**src/rtl/regfile_wb_arbiter.sv**
```systemverilog
// Writeback arbiter: round-robin shares the register file write port among NUM_REQ
// sources and tracks per-register busy bits for decode-stage hazard checks.
module regfile_wb_arbiter #(
  parameter int NUM_REQ = 3,
  parameter int XLEN    = 32,
  parameter int AW      = 5
) (
  input  logic                    clk,
  input  logic                    rst,
  input  logic [NUM_REQ-1:0]      req_valid,
  input  logic [NUM_REQ*AW-1:0]   req_rd,
  input  logic [NUM_REQ*XLEN-1:0] req_data,
  output logic [NUM_REQ-1:0]      req_ready,
  input  logic                    issue_valid,
  input  logic [AW-1:0]           issue_rd,
  output logic                    issue_stall,
  input  logic [AW-1:0]           rs1,
  input  logic [AW-1:0]           rs2,
  output logic                    rs1_busy,
  output logic                    rs2_busy,
  output logic                    reg_wr_en,
  output logic [AW-1:0]           rd,
  output logic [XLEN-1:0]         rd_data
);

  localparam int PW   = (NUM_REQ > 1) ? $clog2(NUM_REQ) : 1;
  localparam int NREG = 1 << AW;
  localparam logic [NREG-1:0] X0_MASK = {{(NREG-1){1'b1}}, 1'b0};

  logic [PW-1:0]   rr_ptr_r;
  logic [PW-1:0]   grant_idx_s;
  logic [PW-1:0]   nxt_ptr_s;
  logic            found_s;
  logic            hit_s;
  int              idx_s;
  logic [AW-1:0]   sel_rd_s;
  logic [XLEN-1:0] sel_data_s;
  logic [NREG-1:0] busy_r;
  logic [NREG-1:0] clr_vec_s;
  logic [NREG-1:0] set_vec_s;
  logic            issue_nz_s;
  logic            clr_same_s;
  logic            set_s;

  // Round-robin search starting at rr_ptr_r; first valid requester wins.
  always_comb begin
    found_s     = 1'b0;
    hit_s       = 1'b0;
    idx_s       = 0;
    grant_idx_s = '0;
    sel_rd_s    = '0;
    sel_data_s  = '0;
    for (int k = 0; k < NUM_REQ; k++) begin
      idx_s       = (int'(rr_ptr_r) + k) % NUM_REQ;
      hit_s       = !found_s && req_valid[idx_s];
      grant_idx_s = hit_s ? PW'(idx_s) : grant_idx_s;
      sel_rd_s    = hit_s ? req_rd[idx_s*AW +: AW] : sel_rd_s;
      sel_data_s  = hit_s ? req_data[idx_s*XLEN +: XLEN] : sel_data_s;
      found_s     = found_s | hit_s;
    end
  end

  assign nxt_ptr_s = (grant_idx_s == PW'(NUM_REQ - 1)) ? '0 : grant_idx_s + PW'(1);
  assign req_ready = (found_s && !rst) ? (NUM_REQ'(1) << grant_idx_s) : '0;

  // Write stage: register the winner onto the regfile port and advance the pointer.
  always_ff @(posedge clk) begin
    if (rst) begin
      reg_wr_en <= 1'b0;
      rd        <= '0;
      rd_data   <= '0;
      rr_ptr_r  <= '0;
    end else if (found_s) begin
      reg_wr_en <= (sel_rd_s != '0);
      rd        <= sel_rd_s;
      rd_data   <= sel_data_s;
      rr_ptr_r  <= nxt_ptr_s;
    end else begin
      reg_wr_en <= 1'b0;
    end
  end

  // The stall uses the pre-clear busy bit, yet a reservation landing on the
  // register being freed this edge still takes effect (set beats clear).
  assign issue_nz_s  = (issue_rd != '0);
  assign issue_stall = issue_valid && issue_nz_s && busy_r[issue_rd];
  assign clr_same_s  = reg_wr_en && (rd == issue_rd);
  assign set_s       = issue_valid && issue_nz_s && (!issue_stall || clr_same_s);
  assign clr_vec_s   = reg_wr_en ? (NREG'(1) << rd) : '0;
  assign set_vec_s   = set_s ? (NREG'(1) << issue_rd) : '0;

  assign rs1_busy = (rs1 != '0) && busy_r[rs1];
  assign rs2_busy = (rs2 != '0) && busy_r[rs2];

  // Busy scoreboard update.
  always_ff @(posedge clk) begin
    if (rst) begin
      busy_r <= '0;
    end else begin
      busy_r <= ((busy_r & ~clr_vec_s) | set_vec_s) & X0_MASK;
    end
  end

endmodule

```
**config.mk**
```make
export PLATFORM = sky130hd
export DESIGN_NAME = regfile_wb_arbiter
export DESIGN_NICKNAME = d
export VERILOG_FILES = /design/src/rtl/regfile_wb_arbiter.sv
export SDC_FILE = /design/constraint.sdc
export NUM_CORES = 1
export LEC_CHECK = 0
export CORE_ASPECT_RATIO = 0.7
export CORE_MARGIN = 5
export CORE_UTILIZATION = 54
export DETAILED_ROUTE_END_ITERATION = 8
export HOLD_SLACK_MARGIN = 0.06
export PLACE_DENSITY = 0.87
export SYNTH_ARGS = -nofsm -noshare
export SYNTH_HDL_FRONTEND = slang
export SYNTH_SLANG_ARGS = --single-unit
```
**constraint.sdc**
```tcl
create_clock -name clk -period 5.69 [get_ports clk]
set_clock_uncertainty 0.05 [all_clocks]
set_input_delay 1.4225 -clock clk [delete_from_list [all_inputs] [get_ports clk]]
set_output_delay 1.4225 -clock clk [all_outputs]
set_load 0.02 [all_outputs]
```
-- After elaboration in Yosys (flattened, before gate mapping)
Cells that the tools add are included.
- add/sub/neg operators: 3
- $mul: 3
- divide/modulo/power cells: 3
- order comparisons: 6
- equality and inequality tests: 2
- shift-type cells: 9
- multiplexer cells: 28
- bitwise logic cells: 6
- reduce and logical (&&, ||, !) cells: 19
- operators with widths (kind ; number):
    96-bit by 32-bit indexed part select with 32-bit output ; 3
    32-bit 2-to-1 mux ; 5
    32-bit by 4-bit less-than comparator with 1-bit output, second input constant ; 3
    32-bit by 4-bit multiplier with 32-bit output, second input constant ; 3
    15-bit by 32-bit indexed part select with 5-bit output ; 3
    32-bit by 3-bit modulo with 32-bit output, second input constant ; 2
    1-bit by 5-bit left shift with 32-bit output, first input constant ; 2
    32-bit bitwise AND ; 1
    3-bit by 3-bit modulo with 32-bit output, second input constant ; 1
    32-bit inverter ; 1
    32-bit bitwise OR ; 1
    5-bit nonzero test ; 4
    5-bit by 6-bit less-than comparator with 1-bit output, second input constant ; 3
    1-bit binary-select mux with 5-bit select ; 3
    5-bit 2-to-1 mux ; 3
    1-bit logical AND ; 9
    1-bit 2-to-1 mux ; 9
    2-bit 2-to-1 mux ; 4
    1-bit binary-select mux with 2-bit select ; 3
    5-bit equality test ; 1
    1-bit logical NOT ; 4
    2-bit by 1-bit adder with 3-bit output, second input constant ; 1
    2-bit by 2-bit adder with 3-bit output, second input constant ; 1
    3-bit 2-to-1 mux ; 1
    7 further kinds ; 8
- register bits: 72
- input port bits: 132
- output and inout bits: 44
- word-level logic and storage cells: 85

-- Depth between registers and ports, before layout
Gate-level depths: netlist of the first run.
- word-level depth: 12
- depth in mapped cells: 17
- depth with buffers taken out: 15

-- Least setup slack after synthesis of the first run
No wires, ideal clock.
- kind: input port to output port
- start: input rs1[0]
- end: output rs1_busy
- arrival time: 3.157 ns
- required time: 4.218 ns
- setup slack: 1.060 ns
- stages on the path: 4
- path buffers: 1
- cells stage by stage: clkbuf_1 -> mux4_2 -> mux4_2 -> mux2_2
- cells in the longest elaborated chain, start to end: 3
- elaborated cells between the ends (all ways): 4
- those cells by class: mux: 2; reduce/logical: 2
- ends and longest elaborated chain (what ; RTL line ; source):
    start, declared ; 17 ; input logic [AW-1:0] rs1,
    1-bit binary-select mux with 5-bit select ; 92 ; assign rs1_busy = (rs1 != '0) && busy_r[rs1];
    1-bit 2-to-1 mux (implied by the code) ; 92 ;
    1-bit logical AND (*) ; 92 ;
    end, declared ; 19 ; output logic rs1_busy,
Mark *: on every way between the ends. The rest lies on a longest branch, timed or not. The select of a mux whose other input is x is not followed.

-- Worst setup path after layout of the first run
Ends and elaborated chain as after synthesis.

==> summary.md, run 1 <==
| Metric | Value |
|---|---|
| Router iterations before antenna repair | `7` |
| Total detailed-routing wirelength | `about 25000 microns` |
| Number of diodes added for antenna fixing | `0` |
| Fraction of final layout cells sized beyond drive strength 1 | `a little over 9%` |
| Total negative slack for setup checks | `0 ns` |
| Tmin final | `5.53 ns` |
| Remaining antenna violation count after routing | `0` |
| Post-cts sizing count | `0` |
| Via count | `around 7800` |
| Family of cells with the greatest summed delay on the critical path | `buffers and inverters` |
| Total nets after synthesis | `just over 1000` |
| Worst-case clock buffer depth | `2` |
| Number of input and output port buffers inserted | `about 180` |
| Initial Util | `between 50% and 60%` |
| Critical path peak fanout | `9` |
| Non-filler instance count after layout | `~1200` |
| Nets@finish | `around 1100` |
| Critical path arrival | `~4 ns` |
| Worst-path cell chain | `clkdlybuf4s50_1, mux4_2, mux4_2, mux2_2, clkdlybuf4s50_1` |
| Worst voltage drop across the vdd grid | `~0.37 mV` |
| Placement Setup Slack | `0.145 ns` |
| Standard-cell rows | `34` |
| Final total power | `~4200 uW` |
| H-tree depth reported by CTS | `3` |
| Proportion of synthesized flip-flops having asynchronous set or reset | `0%` |
| Height of the die | `~100 microns` |
| Global-route wire length before repair | `around 38000 microns` |
| Final setup slack of the worst path | `about 0.16 ns` |
| Overflow left after global routing | `0` |
| Result of the run | `finished clean` |
| Top FF cell, synth | `dfxtp_1` |
| R2R setup slack | `roughly 1.2 ns` |
| Routed length per placed instance | `about 21 microns` |
| Worst setup SP type | `primary input` |
| Antenna violations before repair | `0` |
| WP data required | `around 4.2 ns` |
| CTS root buf | `clkbuf_16` |
| Hold Path Stages | `2` |
| Final routed DRC violation total | `0` |
| Worst-skew pair later-pin latency | `approximately 0.34 ns` |
| Cell count after placement | `around 1100` |
| Setup repair after global routing missed its margin | `false` |
| Setup Viol. Count Final | `0` |
| Buffers plus inverters on the worst setup path | `2` |
| Worst relative slew slack | `26.9%` |
| Synthesis warning total | `0` |
| Gr usage total | `31.7%` |
| Number of instances in the synthesized netlist | `865` |
| Seq cells post-synth | `between 70 and 80` |
| Cell area power density | `approximately 480 nW/um^2` |
| HP Class | `reg -> reg` |
| Syn Std Cell Area | `slightly below 7000 sq um` |
| Vias in the first global route | `~7100` |
| Static leakage | `just over 0.003 uW` |
| CORE AREA | `between 10000 and 15000 sq um` |
| Top-level I/O count | `between 150 and 200` |
| Critical path's slowest cell | `clkdlybuf4s50_1` |
| Worst hold endpoint | `busy_r[21]` |
| Source of the worst hold timing path | `busy_r[21]` |
| Worst setup path category | `in -> out` |
| Post-route worst hold slack | `about 0.5 ns` |
| Number of sinks handled by clock tree synthesis | `between 70 and 80` |
| Full die area | `about 15000 sq um` |
| Initial detailed-routing violation count | `around 1100` |
| CTS tree | `yes` |
| Final worst-path cycle share | `between 90% and 100%` |
| Final Hold Viols | `0` |
| Post-CTS Repair Setup Buffers | `0` |
| Final estimated routing congestion in global placement | `1.06` |
| Routed vias/inst | `around 6.7` |
| Count of flip-flops with a built-in enable after synthesis | `0` |
| Delay contributed by the slowest stage of the critical path | `0.78 ns` |
| Area growth from synthesis to final layout | `30.9%` |
| Fin. max-slew vios | `0` |
| Half-perimeter wire length after placement | `roughly 17000 microns` |
| Largest net degree at the start of global routing | `65` |
| Capturing element type of the critical path | `output pin` |
| Clock slew at the register clock pins of the worst setup and hold paths | `about 0.06 ns` |
| Critical path depth | `5` |
| Avg Cell Area, Syn | `around 8 sq um` |
| Hold-fix buffers, CTS | `0` |
| Die X | `approximately 140 microns` |
| Length in cells of the worst reg-to-reg path | `14` |
| Max Cap Viol | `0` |
| Critical R2R Launch | `rr_ptr_r[1]` |
| Cell variety after synth | `58` |
| Number of buffers inserted during clock tree synthesis | `9` |
| Worst Tran Pin Value | `roughly 1.1 ns` |
| FF-to-FF End | `reg_wr_en` |
| Sequential share of the synthesized area | `21.0%` |
| Highest Clock Rate | `approximately 180 MHz` |
cell usage in the layout (no fill, tap or decap), drive strengths merged, types with 5 or more instances in the layout:
master / Yosys / layout
a21o: 6 / 6
a21oi: 57 / 57
a222oi: 32 / 32
a31oi: 6 / 6
buf: 27 / 19
clkbuf: 50 / 10
clkdlybuf4s50: 0 / 174
dfxtp: 71 / 71
ha: 10 / 10
inv: 7 / 8
mux2: 8 / 8
mux2i: 114 / 114
mux4: 31 / 31
nand2: 165 / 165
nand2b: 8 / 8
nand3: 19 / 19
nand3b: 7 / 7
nor2: 33 / 33
nor2b: 7 / 7
nor3: 6 / 6
o211ai: 8 / 8
o21ai: 134 / 134
o22ai: 9 / 9
xnor2: 5 / 5
routing by layer:
metal	track usage, %	wire length [microns]	share of wire, %
met1	46.4	9820	40
met2	43.1	10100	41
met3	12.4	4020	16
met4	7.86	640	2.6
met5	1.75	0	0
how the worst max path moves through the flow:
stage           start        to  slack, ns
2_1_floorplan  rs1[0]  rs1_busy       1.06
3_3_place_gp   rs2[0]  rs2_busy       0.17
3_5_place_dp   rs2[0]  rs2_busy       0.15
4_1_cts        rs2[0]  rs2_busy       0.14
5_1_grt        rs2[0]  rs2_busy       0.06
6_report       rs1[0]  rs1_busy       0.16
metrics by stage:
stage,cell area (sq um),util [%]
2_1_floorplan,6780,-
3_3_place_gp,8590,69.4
3_5_place_dp,8590,69.4
4_1_cts,8880,71.8
5_1_grt,8880,71.8
6_report,8880,71.8
logic make-up (layout without fill, tap and decap cells):
logic type / Yosys count / count (layout) / share of synthesized area [%]
AO/OA/AOI/OAI: 277 / 277 / 25.3
XOR/XNOR: 9 / 9 / 1.16
adder cells (fa/ha/maj): 12 / 12 / 2.43
buffers and inverters: 85 / 217 / 5.29
flip-flops: 71 / 71 / 21.0
multiplexers: 153 / 153 / 28.4
AND/OR/NAND/NOR: 258 / 258 / 16.4
area by class of cell:
cell class	count	area (sq um)
Multi-Input combinational cell	709	5050
Fill cell	980	3500
Timing Repair Buffer	193	1880
Sequential cell	71	1420
Clock buffer	10	229
Tap cell	162	203
Clock inverter	6	68.8
Inverter	8	30.0
synth_stat cells (all sizes together) (2+ instances only):
master | number | area, sq um
nand2 | 165 | 622
o21ai | 134 | 671
mux2i | 114 | 1140
dfxtp | 71 | 1420
a21oi | 57 | 293
clkbuf | 50 | 188
nor2 | 33 | 124
a222oi | 32 | 320
mux4 | 31 | 698
buf | 27 | 141
nand3 | 19 | 95.1
ha | 10 | 125
o22ai | 9 | 56.3
mux2 | 8 | 90.1
nand2b | 8 | 52.6
o211ai | 8 | 60.1
inv | 7 | 26.3
nand3b | 7 | 52.6
nor2b | 7 | 43.8
a21o | 6 | 45.0
a31oi | 6 | 37.5
nor3 | 6 | 35.0
xnor2 | 5 | 43.8
and2 | 4 | 25.0
o21a | 4 | 30.0
xor2 | 4 | 35.0
o31ai | 3 | 36.3
o32ai | 3 | 26.3
fa | 2 | 40.0
nor4 | 2 | 12.5
o2bb2ai | 2 | 23.8
o311ai | 2 | 17.5
or2 | 2 | 12.5
registers in the layout, indices dropped and copies added, names as in the netlist:
| register | count |
|---|---|
| rr_ptr_r | 2 |
| busy_r | 31 |
| rd | 5 |
| reg_wr_en | 1 |
| rd_data | 32 |
where the power goes:
group | internal (uW) | switching [uW]
clock network | 342 | 235
logic | 1230 | 1720
registers | 596 | 105
worst reg2reg max path: cells and delay by family, from the launching register on:
kind	cells	cell delay (ns)
AOI/OAI and AO/OA	4	1.10
xor gates and xnor gates	1	0.28
adders and majority gates	3	1.29
and+or+nand+nor	4	0.90
DFF	1	0.51
buffers and inverters	2	0.28
(Power assumes the default switching activity.)
==> run 2: changes to the inputs <==
- CTS_CLUSTER_SIZE: default -> 24
- GPL_TIMING_DRIVEN: default -> 0
==> summary.md, run 2 (synthesis results as in run 1) <==
| Metric | Value |
|---|---|
| Result of the run | `finished with violations` |
| Failing checks | `design-rule violations` |
| Final worst-path cycle share | `between 90% and 100%` |
| R2R setup slack | `1.28 ns` |
| Global-route wire length before repair | `between 30000 and 40000 microns` |
| Highest Clock Rate | `~180 MHz` |
| Clock slew at the register clock pins of the worst setup and hold paths | `approximately 0.06 ns` |
| Worst voltage drop across the vdd grid | `0.342 mV` |
| Share of the core filled with cells in the final layout | `72.8%` |
| Worst setup SP type | `primary input` |
| Fraction of final layout cells sized beyond drive strength 1 | `9.21%` |
| Full die area | `14900 sq um` |
| Worst-skew pair later-pin latency | `about 0.34 ns` |
| Total negative slack for setup checks | `0 ns` |
| GRT met1 Usage | `47.3%` |
| Routed vias/inst | `6.71` |
| Register bank with the most flops | `rd_data` |
| Overflow left after global routing | `0` |
| Vias in the first global route | `approximately 7500` |
| Antenna violations before repair | `1` |
| WP data required | `4.22 ns` |
| Internal Dissipation | `approximately 2200 uW` |
| Switch Pwr | `~2200 uW` |
| Cell area after placement | `8690 sq um` |
| Buffers plus inverters on the worst setup path | `3` |
| Clk network pwr share | `13.2%` |
| Die X | `about 140 microns` |
| Worst Tran Pin Value | `0.922 ns` |
| Seq. cell area | `1420 sq um` |
| Max Cap Viol | `0` |
| Number of buffers inserted during clock tree synthesis | `9` |
| Routed length per placed instance | `about 21 microns` |
| Final non-filler cell area | `roughly 9000 sq um` |
| Family of cells with the greatest summed delay on the critical path | `buffers and inverters` |
| Worst setup path category | `in -> out` |
| Static leakage | `between 0.003 and 0.004 uW` |
| Switching power as a share of total power | `approximately half` |
| Proportion of power drawn by flip-flops and latches | `approximately 16%` |
| Final Hold Viols | `0` |
| Final estimated routing congestion in global placement | `around 1.0` |
| CP dominant cell by count | `clkdlybuf4s50_1` |
| Via count | `~8000` |
| Remaining antenna violation count after routing | `0` |
| Half-perimeter wire length after placement | `18900 microns` |
| Most common cell after layout, fill and taps aside | `clkdlybuf4s50_1` |
| Standard-cell rows | `34` |
| Met2 usage | `between 40% and 50%` |
| Delay contributed by the slowest stage of the critical path | `approximately 0.58 ns` |
| Number of diodes added for antenna fixing | `0` |
| Worst relative slew slack | `38.0%` |
| Fraction of power consumed by combinational cells | `between 70% and 80%` |
| Tmin final | `between 5 and 6 ns` |
| Area of the multi-input gates | `5010 sq um` |
| Setup repair after global routing missed its margin | `false` |
| Number of sinks handled by clock tree synthesis | `just over 70` |
| Critical path peak fanout | `10` |
| H-tree depth reported by CTS | `3` |
| Largest registers in the final layout | `rd_data x32, busy_r x31, rd x5` |
| Critical path arrival | `~4.2 ns` |
| Total detailed-routing wirelength | `between 20000 and 30000 microns` |
| Busiest metal layer after global routing | `met1` |
| Worst-path cell chain | `clkdlybuf4s50_1, mux2i_1, o21ai_2, nor3_4, clkbuf_1, nor3_1, clkdlybuf4s50_1` |
| Top-level I/O count | `around 180` |
| Final routed DRC violation total | `13` |
| Height of the die | `about 100 microns` |
| CTS tree | `yes` |
| Fill cell instance count of the final layout | `910` |
| Initial Util | `a little over half` |
| Critical path's slowest cell | `clkdlybuf4s50_1` |
| Initial detailed-routing violation count | `1274` |
| Flip-flop count of the largest register, all copies and words added | `32` |
| Largest net degree at the start of global routing | `14` |
| Router iterations before antenna repair | `9` |
| Capturing element type of the critical path | `output pin` |
| HP Class | `reg -> reg` |
| Most frequent cells in the layout | `clkdlybuf4s50_1, nand2_1, o21ai_0, mux2i_1, dfxtp_1` |
| Fin. max-slew vios | `0` |
| Setup Viol. Count Final | `0` |
| Global-route track usage on met3 | `approximately an eighth` |
| Nets@finish | `~1200` |
| CORE AREA | `~12000 sq um` |
| Number of input and output port buffers inserted | `170` |
| Area growth from synthesis to final layout | `32.9%` |
| Cell area power density | `between 400 and 500 nW/um^2` |
| Worst-case clock buffer depth | `2` |
| CTS root buf | `clkbuf_16` |
| Gr usage total | `32.4%` |
-- run 2: cell types whose count changed in the layout (fill, tap and decap cells not counted), sizes merged --
cell / before / now
clkinv: 4 / 6
inv: 8 / 7
clkbuf: 10 / 59
clkdlybuf4s50: 174 / 170
buf: 19 / 29
-- run 2: final cells by class --
class	instances	area share, %
inverter	8	0.333
timing repair buffer	172	19.0
clock inverter	7	0.819
sequential	71	15.8
clock buffer	9	2.50
buffer	77	3.66
multi-input combinational	709	55.6
tap	162	2.25
-- run 2: through the flow --
stage	worst slack (ns)	power [uW]	cells	hold slack (ns)
6_report	0.0325	4350	1215	0.469
3_3_place_gp	-0.0284	3610	1197	0.442
2_1_floorplan	1.06	2780	865	0.415
5_1_grt	0.00568	4610	1215	0.493
3_5_place_dp	-0.108	3650	1197	0.445
4_1_cts	0.00549	4240	1213	0.469
-- run 2: routing by layer --
metal | vias up | wire [microns]
met3 | 61 | 4270
met4 | 2 | 466
met1 | 3756 | 9950
li1 | 3607 | -
met2 | 728 | 10600
met5 | - | 15
-- run 2: power groups by stage --
stage | Sequential [uW] | Clock [uW] | Combinational [uW]
floorplan | 755 | 0 | 2020
global placement | 679 | 0 | 2930
detailed placement | 678 | 0 | 2970
CTS | 669 | 570 | 3000
global route | 681 | 598 | 3340
finish | 673 | 574 | 3100
-- run 2: repair_timing --
item | CTS | global route
resized for setup | 2 | 2
buffers inserted | 0 | 2
hold buffers | 0 | 0
endpoints found under the setup margin | 3 | 3
pin swaps | 0 | 1
-- run 2: tightest hold or removal path, stage by stage, from the launching register on --
cell	delay, ns
dfxtp_1	0.33
o211ai_1	0.08
o21ai_1	0.06
-- run 2: final timing paths --
kind	depth (start not counted)	start	to
max	7	req_valid[2]	req_ready[1]
max reg2reg	15	rr_ptr_r[1]	reg_wr_en
min reg2reg	2	busy_r[27]	busy_r[27]
min	2	busy_r[27]	busy_r[27]
